==> src/rtl/result_collector.sv <==
`timescale 1ns/1ps
`default_nettype none
// ============================================================================
// Module : result_collector
// Drains the systolic array result port in row-major order onto valid/ready.
// Rev    : 1.0  initial release
// ============================================================================
module result_collector #(
  parameter int N      = 16,
  parameter int IN_W   = 23,
  parameter int OUT_W  = 23,
  parameter int ADDR_W = 4
) (
  input  logic                     clk,
  input  logic                     rst,
  input  logic                     arm,
  input  logic                     all_done,
  output logic [ADDR_W-1:0]        addr1,
  output logic [ADDR_W-1:0]        addr2,
  input  logic signed [IN_W-1:0]   dout,
  output logic                     m_valid,
  input  logic                     m_ready,
  output logic signed [OUT_W-1:0]  m_data,
  output logic [ADDR_W-1:0]        m_row,
  output logic [ADDR_W-1:0]        m_col,
  output logic                     m_last,
  output logic                     sat_flag,
  output logic                     busy,
  output logic                     done
);

  localparam logic [1:0] S_IDLE  = 2'd0;
  localparam logic [1:0] S_WAIT  = 2'd1;
  localparam logic [1:0] S_READ  = 2'd2;
  localparam logic [1:0] S_FLUSH = 2'd3;

  localparam logic [ADDR_W-1:0] C_MAX = ADDR_W'(N - 1);

  logic [1:0]               r_state;
  logic [1:0]               r_count;
  logic                     r_rd_ptr;
  logic                     r_wr_ptr;
  logic signed [OUT_W-1:0]  r_data [2];
  logic [ADDR_W-1:0]        r_row  [2];
  logic [ADDR_W-1:0]        r_col  [2];
  logic                     r_last [2];

  logic signed [OUT_W-1:0]  w_sat_data;
  logic                     w_clamped;
  logic                     w_pop;
  logic                     w_cap;
  logic                     w_at_end;

  generate
    if (OUT_W < IN_W) begin : g_sat
      localparam logic signed [IN_W-1:0] C_HI = IN_W'((2 ** (OUT_W - 1)) - 1);
      localparam logic signed [IN_W-1:0] C_LO = IN_W'(-(2 ** (OUT_W - 1)));
      always_comb begin
        w_sat_data = dout[OUT_W-1:0];
        w_clamped  = 1'b0;
        if (dout > C_HI) begin
          w_sat_data = C_HI[OUT_W-1:0];
          w_clamped  = 1'b1;
        end else if (dout < C_LO) begin
          w_sat_data = C_LO[OUT_W-1:0];
          w_clamped  = 1'b1;
        end
      end
    end else begin : g_pass
      assign w_sat_data = OUT_W'(dout);
      assign w_clamped  = 1'b0;
    end
  endgenerate

  assign m_valid  = (r_count != 2'd0);
  assign m_data   = r_data[r_rd_ptr];
  assign m_row    = r_row[r_rd_ptr];
  assign m_col    = r_col[r_rd_ptr];
  assign m_last   = r_last[r_rd_ptr];
  assign busy     = (r_state != S_IDLE);
  assign done     = (r_state == S_FLUSH) && (r_count == 2'd0);

  assign w_pop    = m_valid && m_ready;
  // A full buffer can still accept a capture when its head leaves on the same edge.
  assign w_cap    = (r_state == S_READ) && ((r_count != 2'd2) || w_pop);
  assign w_at_end = (addr1 == C_MAX) && (addr2 == C_MAX);

  always_ff @(posedge clk or negedge rst) begin
    if (!rst) begin
      r_state  <= S_IDLE;
      r_count  <= 2'd0;
      r_rd_ptr <= 1'b0;
      r_wr_ptr <= 1'b0;
      addr1    <= '0;
      addr2    <= '0;
      sat_flag <= 1'b0;
      for (int i = 0; i < 2; i++) begin
        r_data[i] <= '0;
        r_row[i]  <= '0;
        r_col[i]  <= '0;
        r_last[i] <= 1'b0;
      end
    end else begin
      unique case (r_state)
        S_IDLE: begin
          if (arm) begin
            r_state  <= S_WAIT;
            sat_flag <= 1'b0;
            addr1    <= '0;
            addr2    <= '0;
          end
        end
        S_WAIT: begin
          if (all_done) r_state <= S_READ;
        end
        S_READ: begin
          if (w_cap && w_at_end) r_state <= S_FLUSH;
        end
        S_FLUSH: begin
          if (r_count == 2'd0) r_state <= S_IDLE;
        end
        default: r_state <= S_IDLE;
      endcase

      if (w_cap) begin
        r_data[r_wr_ptr] <= w_sat_data;
        r_row[r_wr_ptr]  <= addr1;
        r_col[r_wr_ptr]  <= addr2;
        r_last[r_wr_ptr] <= w_at_end;
        r_wr_ptr         <= ~r_wr_ptr;
        if (w_clamped) sat_flag <= 1'b1;
        if (!w_at_end) begin
          if (addr2 == C_MAX) begin
            addr2 <= '0;
            addr1 <= addr1 + 1'b1;
          end else begin
            addr2 <= addr2 + 1'b1;
          end
        end
      end

      if (w_pop) r_rd_ptr <= ~r_rd_ptr;

      unique case ({w_cap, w_pop})
        2'b10:   r_count <= r_count + 2'd1;
        2'b01:   r_count <= r_count - 2'd1;
        default: r_count <= r_count;
      endcase
    end
  end

endmodule
`default_nettype wire
==> config.mk <==
export PLATFORM = sky130hd
export DESIGN_NAME = result_collector
export DESIGN_NICKNAME = d
export VERILOG_FILES = /design/src/rtl/result_collector.sv
export SDC_FILE = /design/constraint.sdc
export NUM_CORES = 1
export LEC_CHECK = 0
export ABC_AREA = 1
export BUFFER_PORTS_ARGS = -buffer_cell sky130_fd_sc_hd__buf_4
export CAP_MARGIN = 10
export CORE_ASPECT_RATIO = 2
export CORE_MARGIN = 5
export CORE_UTILIZATION = 35
export DETAILED_ROUTE_END_ITERATION = 16
export PLACE_DENSITY = 0.65
export SYNTH_ARGS = -nofsm -noshare
export SYNTH_HDL_FRONTEND = slang
export SYNTH_SLANG_ARGS = --single-unit
==> constraint.sdc <==
create_clock -name clk -period 2.34 [get_ports clk]
set_input_delay 0.351 -clock clk [delete_from_list [all_inputs] [get_ports clk]]
set_output_delay 0.351 -clock clk [all_outputs]
set_load 0.01 [all_outputs]
==> run_results.csv <==
group,metric,value,unit
place,gp_congestion,0.831,
synth,synth.ff_latch_count,78,
cts,cts_tree,"done",
synth,yosys.area.top_type,"dfrtp_1",
synth,syn_inst,454,
pwr,p_leak,0.00251,uW
outcome,outcome,"finished clean",
critical_path,cp.arrival,1690,ps
die,die_area,13000,um^2
pwr,ir_worst_vdd,0.000621,V
cells_and_area,final_common_cell,"nand2_1",
critical_path,r2r_slack,340,ps
synth,synth-edff-count,0,
critical_path,ff2ff_path_depth,7,
synth,synth.area.top_cells,"dfrtp_1 (52%), nand2_1 (19%), o21ai_2 (5.4%), o21ai_0 (5.4%), inv_1 (4.5%)",
route,drt_iter0_drc,239,
global_route,first_global_vias,3214,
sta,worstMarginPinSlew,583,ps
synth,syn-num-nets,489,
die,std_cell_rows,53,
route,ant_nets,0,
route,route.detailed.drc,0,
critical_path,critPathKind,"flop to output port",
critical_path,crit_end,"m_last",
sta,fmax,489,MHz
job,cap_violations,0,
sta,rsz0062_at_grt,"false",
sta,hold_viol,0,
synth,synth_ff_type,"dfrtp_1",
cts,clock_sink_count,78,
cells_and_area,final_util,44.7,%
global_route,grt_max_degree,65,
cells_and_area,drive_above_1_share,22.9,%
die,die_h,156,um
global_route,track_usage,14.0,%
cts,cts_setup_buffers,0,
synth,ys_async_sr_fraction,100,%
route,avgRoutedWirePerCell,12.9,um
worst_hold_path,min_path_type,"input port to asynchronous set/reset pin",
die,ioPinCount,72,
place,numPortBuffers,70,
pwr,p_per_area,1350,nW/um^2
cts,path_clk_slew,60,ps
sta,fin_setup_tns,0,ps
place,dp_hpwl,6.10,mm
global_route,grt-ovfl-total,0,
cts,numCtsBuffers,9,
sta,fin_crit_sh,87.3,%
route,via_count,3038,
cells_and_area,final_nets,555,
synth,yosysSeqAreaShare,52.2,%
route,viasPerCell,4.59,
critical_path,cp_max_fo,20,
critical_path,crit_required,1990,ps
critical_path,r2r_start,"r_state[0]$_DFFE_PN0P_",
cells_and_area,diodes,0,
synth,synth.top_cell.area_share,52.2,%
route,dr.pass1.iters,4,
synth,syn_area_per_cell,8.24,um^2
critical_path,critPathCaptureType,"output port",
sta,period_minus_slack,2040,ps
die,coreArea,10500,um^2
cts,post_cts_resized,0,
critical_path,r2r_end,"r_data[35]$_DFFE_PN0P_",
die,die_w,83.1,um
synth,ys_warn_count,0,
cts,max-clock-path-buffers,2,
cts,h-tree-depth,3,
critical_path,cp-start-kind,"flop",
critical_path,crit_start,"r_rd_ptr$_DFFE_PN0P_",
sta,maxSlewViolCount,0,
synth,synthesis.area,3740,um^2
die,initial_utilization,35.7,%
sta,finalSetupViolations,0,
synth,synth_cell_types,27,
cts,hold_buffers,0,
cells_and_area,layout_common_cells,"nand2_1 (192), dfrtp_1 (78), buf_4 (73)",
sta,max_slew_margin,61.1,%
global_route,antenna_found_initial,0,
route,wirelength,8.54,mm
sta,skew,6.54,ps
cts,clock_latency,330,ps
cells_and_area,syn_to_final_growth,25.1,%
cts,clockRootBuffer,"clkbuf_16",
global_route,grt_pass1_wl,14.7,mm
cells in the mapped netlist, types with 5 or more instances:
cell and number:
o21ai_2 23, o21ai_1 9, nor2_1 8, dfrtp_1 78, ha_1 7, nand3_1 13, xor2_1 5, nand2_1 192
inv_1 45, buf_6 6, clkbuf_1 11, o21ai_0 40
sequential cells by signal, indices dropped and copies added, names as in the netlist:
register  cells
r_rd_ptr      1
r_data       46
addr1         4
r_count       2
r_wr_ptr      1
r_row         8
r_col         8
addr2         4
r_last        2
r_state       2
critical path, stage by stage (launching register included):
cell	delay [ps]
dfrtp_1	640
clkinv_1	160
buf_4	240
nand2_1	80
nand2_1	80
buf_4	150
worst min path at each step:
stage | end | slack (ps)
after CTS | r_data[17]$_DFFE_PN0P_ | 40
final | r_data[38]$_DFFE_PN0P_ | 20
after detailed placement | r_data[18]$_DFFE_PN0P_ | 400
after global routing | r_data[17]$_DFFE_PN0P_ | 60
after floorplan | addr1[0]$_DFF_PN0_ | 60
after global placement | r_data[18]$_DFFE_PN0P_ | 380
kinds of logic after synthesis:
family | share of synthesized area [%]
compound gates | 12.4
xor+xnor | 1.40
fa+ha+maj | 2.34
buf+inv | 8.23
flops | 52.2
other cells | 0.100
simple gates | 23.3
cell type report:
| class | instances | area [um^2] |
|---|---|---|
| tap | 137 | 171 |
| timing repair buffer | 76 | 608 |
| clock buffer | 10 | 229 |
| sequential | 78 | 1950 |
| fill | 1076 | 5800 |
| multi-input combinational | 308 | 1480 |
| inverter | 47 | 176 |
| clock inverter | 6 | 62.6 |
report_power, final:
| part | internal, uW | total, uW | switching (uW) |
|---|---|---|---|
| Sequential | 1910 | 2280 | 377 |
| Combinational | 1140 | 2670 | 1540 |
| Clock | 821 | 1340 | 523 |
per-layer routing:
metal  track usage (%)  share of wire, %
met2              26.3                55
met3              2.79               3.8
met4              7.25               2.4
met5                 0                 0
met1              14.6                39
stage by stage:
step	std cells	cell area (um^2)	hold WS, ps	total power [uW]	setup WS [ps]
after detailed placement	646	4390	399	5020	375
after CTS	662	4680	40.1	6400	275
after global routing	662	4680	63.1	6830	181
after global placement	646	4390	383	4910	472
after floorplan	454	3740	55.4	3960	803
final	662	4680	17.1	6300	296
No activity file was read; power rests on OpenSTA's default activity.
